[src/rtl/fetch_resp_pkg.sv]
// fetch_resp_pkg: shared state encoding and alignment constants for the fetch responder.
package fetch_resp_pkg;
   typedef enum logic {IDLE, REQ} state_t;
   localparam int INSTR_BYTES = 8;
   localparam int ALIGN_BITS = 3;
endpackage

[src/rtl/fetch_line_buffer.sv]
// fetch_line_buffer: single-entry instruction buffer with fill and word-address compare.
module fetch_line_buffer
   import fetch_resp_pkg::*;
#(
   parameter int WIDTH = 8,
   parameter int INSTR_WIDTH = 64
) (
   input  logic                   clk,
   input  logic                   reset,
   input  logic                   fill,
   input  logic [WIDTH-1:0]       fill_addr,
   input  logic [INSTR_WIDTH-1:0] fill_data,
   input  logic [WIDTH-1:0]       lookup_addr,
   output logic                   hit,
   output logic [INSTR_WIDTH-1:0] data
);
   logic             valid;
   logic [WIDTH-1:0] tag;
   always_ff @(posedge clk or negedge reset)
      if (!reset) begin
         valid <= 1'b0;
         tag   <= '0;
         data  <= '0;
      end else if (fill) begin
         valid <= 1'b1;
         tag   <= fill_addr;
         data  <= fill_data;
      end
   // byte offset within the word is shifted out before comparing
   assign hit = valid && ((tag ^ lookup_addr) >> ALIGN_BITS) == '0;
endmodule

[src/rtl/fetch_mem_responder.sv]
// fetch_mem_responder: serves fetch-stage PCs from a one-entry buffer, stalling the
// fetch stage while a miss is fetched from instruction memory with a bounded wait.
module fetch_mem_responder
   import fetch_resp_pkg::*;
#(
   parameter int WIDTH = 8,
   parameter int INSTR_WIDTH = 64,
   parameter int TIMEOUT = 15,
   parameter int CNT_WIDTH = 4
) (
   input  logic                   clk,
   input  logic                   reset,
   input  logic                   fetch_req,
   input  logic [WIDTH-1:0]       fetch_addr,
   input  logic                   flush,
   output logic [INSTR_WIDTH-1:0] instr,
   output logic                   instr_valid,
   output logic                   stall,
   output logic                   fetch_err,
   output logic                   mem_req,
   output logic [WIDTH-1:0]       mem_addr,
   input  logic [INSTR_WIDTH-1:0] mem_rdata,
   input  logic                   mem_ack
);
   state_t                 state, state_nx;
   logic [CNT_WIDTH-1:0]   count;
   logic                   discard, buf_hit, hit, miss, done, expire, fill;
   logic [INSTR_WIDTH-1:0] buf_instr;

   fetch_line_buffer #(.WIDTH(WIDTH), .INSTR_WIDTH(INSTR_WIDTH)) line_buffer (
      .clk(clk),
      .reset(reset),
      .fill(fill),
      .fill_addr(mem_addr),
      .fill_data(mem_rdata),
      .lookup_addr(fetch_addr),
      .hit(buf_hit),
      .data(buf_instr)
   );

   assign hit    = state == IDLE && fetch_req && buf_hit;
   assign miss   = state == IDLE && fetch_req && !flush && !buf_hit;
   assign done   = state == REQ && mem_ack;
   assign expire = state == REQ && !mem_ack && count == CNT_WIDTH'(TIMEOUT);
   assign fill   = done && !discard && !flush;

   always_ff @(posedge clk or negedge reset)
      if (!reset) state <= IDLE;
      else state <= state_nx;

   // outputs are gated by reset so they fall the moment reset asserts
   always_comb begin
      state_nx = state;
      if (miss) state_nx = REQ;
      else if (done || expire) state_nx = IDLE;
      instr_valid = reset && hit && !flush;
      instr = instr_valid ? buf_instr : '0;
      stall = reset && (state == REQ ? fetch_req && !flush : miss);
   end

   always_ff @(posedge clk or negedge reset)
      if (!reset) begin
         mem_req   <= 1'b0;
         mem_addr  <= '0;
         count     <= '0;
         discard   <= 1'b0;
         fetch_err <= 1'b0;
      end else begin
         fetch_err <= expire;
         if (miss) begin
            mem_req  <= 1'b1;
            mem_addr <= {fetch_addr[WIDTH-1:ALIGN_BITS], {ALIGN_BITS{1'b0}}};
            count    <= '0;
            discard  <= 1'b0;
         end else if (done || expire) begin
            mem_req <= 1'b0;
            discard <= 1'b0;
         end else if (state == REQ) begin
            count <= count + 1'b1;
            if (flush) discard <= 1'b1;
         end
      end
endmodule

[config.mk]
export PLATFORM = sky130hd
export DESIGN_NAME = fetch_mem_responder
export DESIGN_NICKNAME = d
export VERILOG_FILES = /design/src/rtl/fetch_resp_pkg.sv /design/src/rtl/fetch_line_buffer.sv /design/src/rtl/fetch_mem_responder.sv
export SDC_FILE = /design/constraint.sdc
export NUM_CORES = 1
export LEC_CHECK = 0
export CORE_UTILIZATION = 42
export CTS_CLUSTER_SIZE = 12
export DETAILED_ROUTE_END_ITERATION = 10
export PLACE_DENSITY_LB_ADDON = 0.3
export SETUP_SLACK_MARGIN = 0.5
export SYNTH_ARGS = -nofsm -noshare
export SYNTH_HDL_FRONTEND = slang
export SYNTH_SLANG_ARGS = --single-unit
[constraint.sdc]
create_clock -name clk -period 1.79 [get_ports clk]
set_input_delay 0.179 -clock clk [delete_from_list [all_inputs] [get_ports clk]]
set_output_delay 0.179 -clock clk [all_outputs]
set_load 0.01 [all_outputs]
### Yosys cells after proc, flatten, opt, wreduce, memory -nomap -nowiden

Index checks and enable logic that the tools add are counted.

| storage, ports and cells | value |
|---|---|
| flip-flop bits (word level) | 82 |
| latch bits | 0 |
| RAM bits | 0 |
| memory bits (read-only) | 0 |
| bits of input ports | 77 |
| output and inout port bits | 76 |
| word-level logic and storage cells | 50 |
| memories | 0 |

| operators by class | value |
|---|---|
| add/subtract/negate cells | 1 |
| multipliers | 0 |
| div/mod/pow operators | 0 |
| magnitude comparators | 0 |
| equality and inequality tests | 2 |
| shift operators | 0 |
| muxes and demuxes | 11 |
| bitwise operators | 2 |
| reductions and logical operators | 26 |

Operators with widths:

| cell | count |
|---|---|
| $mux 64 | 1 |
| $logic_and 1x1->1 | 14 |
| $mux 4 | 3 |
| $logic_not 8->1 | 1 |
| $xor 8x8->8 | 1 |
| $mux 1 | 7 |
| $reduce_bool 3->1 | 2 |
| $add 4x1->4 const B | 1 |
| $eq 4x4->1 const B | 1 |
| $logic_not 1->1 | 4 |
| $reduce_and 2->1 | 2 |
| $reduce_bool 2->1 | 2 |
| $ne 2x2->1 const B | 1 |
| $logic_or 1x1->1 | 1 |
| $not 1->1 | 1 |

### Logic depth before layout (Yosys ltp)

| logic depth | value |
|---|---|
| word-level depth | 7 |
| depth in mapped cells | 6 |
| mapped depth without buffers | 5 |

### Cells and area by module

From an unflattened synthesis, not the netlist that was laid out.

| second synthesis, totals | value |
|---|---|
| cells, all modules | 276 |
| area, all modules | 4047.6 µm² |

Modules (own cells, without submodules):

| module | times used | cells an instance | area an instance (µm²) |
|---|---|---|---|
| fetch_line_buffer | 1 | 155 | 3001.6 |
| fetch_mem_responder | 1 | 121 | 1046.0 |

### Worst setup path after synthesis

Ideal clock, no wire load.

| timing path | value |
|---|---|
| kind | reg2out |
| from | register line_buffer.tag[6] |
| to | output port instr[10] |
| arrival | 1.400 ns |
| path slack | 0.211 ns |
| cell stages (with the launch flop) | 7 |
| cells stage by stage | dfrtp_1 -> xnor2_1 -> nand4_1 -> nor4_2 -> buf_4 -> buf_6 -> and2_1 |

| between the ends | value |
|---|---|
| word-level cells in the longest chain between the ends | 7 |

RTL lines:

| what | line | text |
|---|---|---|
| from (decl) | fetch_line_buffer.sv:18 | `logic [WIDTH-1:0] tag;` |
| from (signal assigned) | fetch_line_buffer.sv:26 | `tag <= fill_addr;` |
| $xor 8x8->8 | fetch_line_buffer.sv:30 | `assign hit = valid && ((tag ^ lookup_addr) >> ALIGN_BITS) == '0;` |
| $logic_not 8->1 | fetch_line_buffer.sv:30 |  |
| $logic_and 1x1->1 | fetch_line_buffer.sv:30 |  |
| $logic_and 1x1->1 | fetch_mem_responder.sv:41 | `assign hit = state == IDLE && fetch_req && buf_hit;` |
| $logic_and 1x1->1 (2 in a row) | fetch_mem_responder.sv:56 | `instr_valid = reset && hit && !flush;` |
| $mux 64 | fetch_mem_responder.sv:57 | `instr = instr_valid ? buf_instr : '0;` |
| to (decl) | fetch_mem_responder.sv:16 | `output logic [INSTR_WIDTH-1:0] instr,` |

Every way passes these cells.

### Final worst setup path

| timing path | value |
|---|---|
| from | register line_buffer.tag[6] |
| to | output port instr[16] |

The elaborated chain is that of the path after synthesis.

==> results.cfg <==
[run_status]
status = finished with violations
failed_checks = negative setup slack

[logic_synthesis]
synth_seq_area_share_pct = 55.7
post_synth_most_frequent_cells = sky130_fd_sc_hd__dfrtp_1, sky130_fd_sc_hd__mux2_2, sky130_fd_sc_hd__and2_1
postSynth.asyncResetShare_pct = 100
syn-cell-area_sq_um = 3690
combinational_family_with_the_most_area_after_synthesis = multiplexers
synth.largest_area_cell = sky130_fd_sc_hd__dfrtp_1
synth_compound_gate_area_share_pct = 1.02
yosys-mux-area-fraction_pct = 23.2
synth_simple_gate_area_share_pct = 14.3
most_frequent_cell_after_synthesis = sky130_fd_sc_hd__dfrtp_1
yosys_cell_types = 28
count_of_flip_flops_with_a_built_in_enable_after_synthesis = 0
post_synth.cell_area_avg_sq_um = 13.4
synthesis.instances = 276
synth_top_area_share_pct = 55.7
synthTopCellsByArea = sky130_fd_sc_hd__dfrtp_1, sky130_fd_sc_hd__mux2_2, sky130_fd_sc_hd__and2_1
synth_xor_xnor_area_share_pct = 1.43
synth_top_flop_cell = sky130_fd_sc_hd__dfrtp_1
synth_fa_ha_area_share_pct = 0.339
synth.yosys.warnings = 0
ys_ff_latch = 82

[die]
start_util_pct = 44.2
horizontal_die_dimension_um = 95.7
rows = 33
fp.coreArea_sq_um = 8340
ios = 153
die_area_sq_um = 9150
die-height_um = 95.7

[sta]
report.final.setup_viol = 100
max_slew.worst_pin.slew_ns = 1.06
least_setup_slack_across_all_paths_after_layout_ns = -0.567
maxSlewHeadroom_pct = 29.5
hold_ws_ns = 0.107
ratio_of_final_minimum_period_to_clock_period_pct = 132
clock-skew-final_ns = 0.0119
fmax_mhz = 424
finalHoldViolations = 0
setup_repair_after_global_routing_missed_its_margin = yes
layout_min_cycle_time_ns = 2.36
report.final.slew_viol_count = 0

[placement]
port-buffer-count = 146
detailed_place.area_sq_um = 5570
place_hpwl_mm = 6.00
final_weighted_congestion_of_routability_driven_global_placement = 0.710

[finish]
num-fill-cells = 495
antenna_diode_count = 0
syn2layout_area_growth_pct = 77.3
layout.cell_area.non_filler_sq_um = 6540
fraction_of_final_layout_cells_with_drive_strength_greater_than_1_pct = 54.1
fin_nets = 550

[worst_setup_path]
crit_path_start_kind = register
critical_path_class = reg -> out
critical_path_peak_fanout = 6
worst-endpoint-required_ns = 1.61
category_of_the_worst_setup_path_capture_point = output pin
critPathArrivalTime_ns = 2.18

[global_routing]
first_global_vias = 2894
track_usage_pct = 21.0
antenna_found_initial = 0
grt_max_degree = 83
grt_pass1_wl_mm = 14.2
overflow_left_after_global_routing = 0

[power]
leakage_nw = 3.06
switching_share_pct = 26.8
p_int_mw = 4.65
power.density_nw_per_um2 = 970
power.combinational.fraction_pct = 30.9
total_power_mw = 6.34
vdd_ir_drop_max_mv = 0.564
power.share.sequential_pct = 47.4
net-switching-power_mw = 1.70
clkPwrFrac_pct = 21.7

[route]
dr_total_vias = 2884
post_drt_via_cell_ratio = 4.96
drt_pass1_iterations = 4
remaining_drc_errors = 0
avgRoutedWirePerCell_um = 18.5
finalWirelength_mm = 10.8
drt.antenna.violating_nets = 0
drt_first_iter_violations = 66

[cts]
cts_made_buffers = 9
ctsLongestPathBuffers = 2
clock_sink_count = 82
cts_htree_levels = 3
clkSlewWorstSetupHoldPaths_ns = 0.08
cts_tree = done
cts_root_buffer = sky130_fd_sc_hd__clkbuf_8
holdBufCountCts = 0
clk-insertion-delay-late_ns = 0.34

[worst_hold_path]
min-delay-path-class = in -> async

[job]
maxCapViolations = 0
layout make-up:
type / count / area, sq um / area share (%)
well taps: 105 / 131 / 2.01
flip-flops and latches: 82 / 2050 / 31.4
clock buffers: 11 / 141 / 2.16
repair buffers: 201 / 2200 / 33.7
multi-input cells: 178 / 1950 / 29.8
clock inverters: 5 / 62.6 / 0.957
metrics by stage:
stage	setup TNS, ns	setup slack [ns]	instances	utilization [%]
finish	-28.21	-0.567	582	78.4
floorplan	0	0.282	278	-
CTS	-25.69	-0.584	565	71.4
global placement	-41.75	-0.661	533	66.8
detailed placement	-43.20	-0.699	533	66.8
global route	-41.80	-0.703	582	78.4
critical path: stages (launching register included):
cell,delay (ns)
sky130_fd_sc_hd__dfrtp_1,0.40
sky130_fd_sc_hd__xnor2_1,0.16
sky130_fd_sc_hd__nand4_1,0.20
sky130_fd_sc_hd__nor4_4,0.20
sky130_fd_sc_hd__buf_6,0.16
sky130_fd_sc_hd__buf_4,0.11
sky130_fd_sc_hd__buf_8,0.10
sky130_fd_sc_hd__buf_6,0.11
sky130_fd_sc_hd__buf_4,0.10
sky130_fd_sc_hd__buf_6,0.08
sky130_fd_sc_hd__and2_4,0.13
sky130_fd_sc_hd__buf_6,0.09
per-layer routing:
metal / track usage, % / wire length [um] / up-vias
met5: 0 / 0 / -
met4: 7.84 / 245 / 0
met3: 5.90 / 588 / 18
met2: 36.2 / 5620 / 95
met1: 24.8 / 4340 / 1455
li1: - / - / 1316
power by group through the flow:
stage	Combinational [mW]	Sequential [mW]	Clock, mW
floorplan	1.01	2.88	0
global placement	1.46	2.94	0
detailed placement	1.52	2.98	0
CTS	1.63	2.96	1.40
global route	2.10	3.09	1.48
finish	1.96	3.00	1.38
cell families (layout without fill, tap and decap cells):
group / after synthesis / after routing
multiplexers: 76 / 76
other: 1 / 3
AO/OA/AOI/OAI: 6 / 6
adder cells (fa/ha/maj): 1 / 1
XOR/XNOR: 6 / 6
AND/OR/NAND/NOR: 86 / 86
flip-flops: 82 / 82
buffers and inverters: 18 / 217
placed cells by master, fill, tap and decap left out, types with 2 or more instances in the layout:
master,n
sky130_fd_sc_hd__and2_4,29
sky130_fd_sc_hd__xnor2_1,5
sky130_fd_sc_hd__mux2_4,73
sky130_fd_sc_hd__clkbuf_2,2
sky130_fd_sc_hd__buf_2,21
sky130_fd_sc_hd__clkinvlp_4,2
sky130_fd_sc_hd__nand3b_1,2
sky130_fd_sc_hd__buf_12,7
sky130_fd_sc_hd__nand3_1,2
sky130_fd_sc_hd__clkbuf_16,9
sky130_fd_sc_hd__or2_4,2
sky130_fd_sc_hd__clkdlybuf4s15_2,17
sky130_fd_sc_hd__nor2_1,2
sky130_fd_sc_hd__nor3b_2,2
sky130_fd_sc_hd__clkbuf_8,10
sky130_fd_sc_hd__conb_1,3
sky130_fd_sc_hd__buf_8,5
sky130_fd_sc_hd__buf_4,15
sky130_fd_sc_hd__mux2i_1,2
sky130_fd_sc_hd__dlymetal6s2s_1,6
sky130_fd_sc_hd__and2_1,35
sky130_fd_sc_hd__nand2_1,4
sky130_fd_sc_hd__nor3_4,2
sky130_fd_sc_hd__dfrtp_1,82
sky130_fd_sc_hd__buf_6,46
sky130_fd_sc_hd__clkdlybuf4s50_1,72
flip-flops by register name (all words and copies together) (netlist names):
name	flops
fetch_err	1
line_buffer.valid	1
line_buffer.tag	5
discard	1
count	4
mem_req	1
line_buffer.data	64
mem_addr	5
timing repair:
action / in CTS / in global routing
gates cloned: 3 / 10
pin swaps: 7 / 13
resized for setup: 280 / 109
setup buffers: 13 / 7
endpoints found under the setup margin: 154 / 155
worst paths after layout:
check,endpoint,slack (ns),depth (start not counted),start
min reg2reg,line_buffer.data[60]$_DFFE_PN0P_,0.50,1,line_buffer.data[60]$_DFFE_PN0P_
max in group asynchronous,line_buffer.data[54]$_DFFE_PN0P_,0.99,2,reset
max,instr[16],-0.57,11,line_buffer.tag[6]$_DFFE_PN0P_
max reg2reg,mem_addr[6]$_DFFE_PN0P_,-0.04,7,line_buffer.tag[6]$_DFFE_PN0P_
min,line_buffer.tag[7]$_DFFE_PN0P_,0.11,2,reset
min in group clk,line_buffer.data[38]$_DFFE_PN0P_,0.44,2,mem_rdata[38]
Note: power is estimated with default switching activity, not from simulation.
==> variant: new RTL, same flow settings <==
Put one more register stage on the output `fetch_err`, without a reset. The value now appears one clock later. The other outputs are not delayed to match.
--- a/src/rtl/fetch_mem_responder.sv
+++ b/src/rtl/fetch_mem_responder.sv
@@ -22,6 +22,8 @@
    input  logic [INSTR_WIDTH-1:0] mem_rdata,
    input  logic                   mem_ack
 );
+
+   logic fetch_err_s0;
    state_t                 state, state_nx;
    logic [CNT_WIDTH-1:0]   count;
    logic                   discard, buf_hit, hit, miss, done, expire, fill;
@@ -64,9 +66,9 @@
          mem_addr  <= '0;
          count     <= '0;
          discard   <= 1'b0;
-         fetch_err <= 1'b0;
+         fetch_err_s0 <= 1'b0;
       end else begin
-         fetch_err <= expire;
+         fetch_err_s0 <= expire;
          if (miss) begin
             mem_req  <= 1'b1;
             mem_addr <= {fetch_addr[WIDTH-1:ALIGN_BITS], {ALIGN_BITS{1'b0}}};
@@ -80,5 +82,9 @@
             if (flush) discard <= 1'b1;
          end
       end
+   always_ff @(posedge clk) begin
+      fetch_err <= fetch_err_s0;
+   end
+
 endmodule
 
Behaviour: no difference found for any inputs over 10 cycles, from zero or initial values and one cycle with reset low; that may be too few to reach the edited logic, so the function may still have changed.
==> variant against the unedited design <==
The run ends with hold timing, setup timing left. Clock skew decreased by 0.0038 ns. Largest cell class is now registers. Die area grew 0.53%. Routed wire length fell by 1.3%. Total power rose by 2.1%. Cell area down 1.9%. Setup slack gained 0.15 ns. Highest routed layer unchanged. Clock power rose by 4%. Worst hold slack got worse by 0.17 ns. Maximum frequency up 6.9%. Synthesized area grew 0.54%. Sequential power about the same. First-iteration DRC count is 6.1% lower. Cell count decreased by 0.86%. Sequential cell count increased by 1. Largest power group unchanged.
==> variant: results (changes against the unedited design) <==
The detailed-placement wirelength estimate came out at 5910 µm (-1.4%). The ratio of cells with drive above 1 in the final layout came out at 0.515 (-0.0260). The power density relative to cell area was 1010 nW/µm² (+4.1%); the switching component of the power was 1.68 mW (-1.2%). The relative max-transition margin is 0.638 (+0.342). The run gives 2.03 ns (-0.15 ns) as the critical path data arrival time. The standard cell area after detailed placement is 5500 µm² (-1.3%). The combinational logic power is 2.03 mW (+4%). The checks that failed: hold timing, setup timing.

The async set-reset flop share out of synthesis is 0.988 (-0.0120). The number of global-route vias before repair came out at 2878 (-0.55%). The final routed wire length divided by cell count came out at 18.5 µm (-0.49%).

The flow ran to the end, but the final reports show violations. The number of distinct standard cells referenced by the synthesized netlist was 29 (+3.6%); the buffer count from post-CTS setup fixing was 9 (-4). The sum of negative setup slack was -30.06 ns (-1.86 ns). For the worst voltage drop across the vdd grid, the log shows 0.000604 V (+7.1%). The maximum number of pins on one net before global-route repair was 47 (-43%); the maximum fanout along the worst path was 10 (+4). For the starting DRC count in detailed routing, the log shows 62 (-6.1%).

The tools report the final weighted congestion in routability-driven placement as 0.673 (-5.3%). For the gate count of the mapped netlist, the log shows 277 (+0.36%). The logs give -0.632 ns (+0.0672 ns) for the worst setup timing slack at the placement stage and -0.415 ns (+0.152 ns) for the worst setup slack after layout.

The worst hold margin was -0.0634 ns (-0.170 ns); the number of cells in the design after placement was 528 (-0.94%). For the final-report hold violation count, the log shows 39 (+39). Sorting the synthesized cells by area gives the leading types as sky130_fd_sc_hd__dfrtp_1 55%, sky130_fd_sc_hd__mux2_2 20%, sky130_fd_sc_hd__and2_1 11%, sky130_fd_sc_hd__mux2_1 2.4%, sky130_fd_sc_hd__buf_4 2.2%.

Post-cts gate resize count: 236 (-16%). The share of synthesized cell area in full adder, half adder and majority cells is 0.00338 (-0.0000183). The share of cell area taken by muxes after synthesis was 0.230 (-0.00125). The tools report the number of failing setup endpoints in the final timing report as 145 (+45%).

For the sequential area share after synthesis, the log shows 0.559 (+0.00239). The run gives 0.210 (+0.000486) as the total routing resource utilization after global routing. The maximum clock skew at final layout is 0.00800 ns (-0.00385 ns).
## variant: cell types whose count changed in the layout (fill, tap and decap cells not counted), moves of 2 or more
cell | unedited run | this run
sky130_fd_sc_hd__clkdlybuf4s15_2 | 17 | 12
sky130_fd_sc_hd__buf_6 | 46 | 44
sky130_fd_sc_hd__nor3b_2 | 2 | 0
sky130_fd_sc_hd__nor3b_4 | 0 | 2
sky130_fd_sc_hd__clkinv_2 | 0 | 2
sky130_fd_sc_hd__and2_4 | 29 | 22
sky130_fd_sc_hd__buf_8 | 5 | 2
sky130_fd_sc_hd__buf_12 | 7 | 5
sky130_fd_sc_hd__clkbuf_16 | 9 | 6
sky130_fd_sc_hd__buf_4 | 15 | 12
sky130_fd_sc_hd__and2_1 | 35 | 42
sky130_fd_sc_hd__buf_16 | 1 | 3
sky130_fd_sc_hd__buf_2 | 21 | 30
## variant: metal layers
metal,GRT usage,up-vias,share of wire
met3,0.0529,13,0.056
met5,0,-,0
met2,0.361,98,0.50
met4,0.0871,0,0.017
met1,0.251,1388,0.42
li1,-,1306,-
## variant: area by class of cell
type,instances,area [µm²],area share
clock buffer,11,131,0.0205
clock inverter,5,77.6,0.0121
multi-input combinational,178,1950,0.304
sequential,83,2070,0.323
tap,105,131,0.0205
timing repair buffer,195,2050,0.320
## variant: final timing paths
| path | from | cells after the start | to |
|---|---|---|---|
| max | line_buffer.tag[5] | 7 | instr[13] |
| min | reset | 2 | line_buffer.data[12] |
| max reg2reg | mem_req | 10 | line_buffer.data[36] |
| min reg2reg | fetch_err_s0 | 0 | fetch_err |
| max in group asynchronous | reset | 3 | line_buffer.data[29] |
| min in group clk | fetch_err_s0 | 0 | fetch_err |
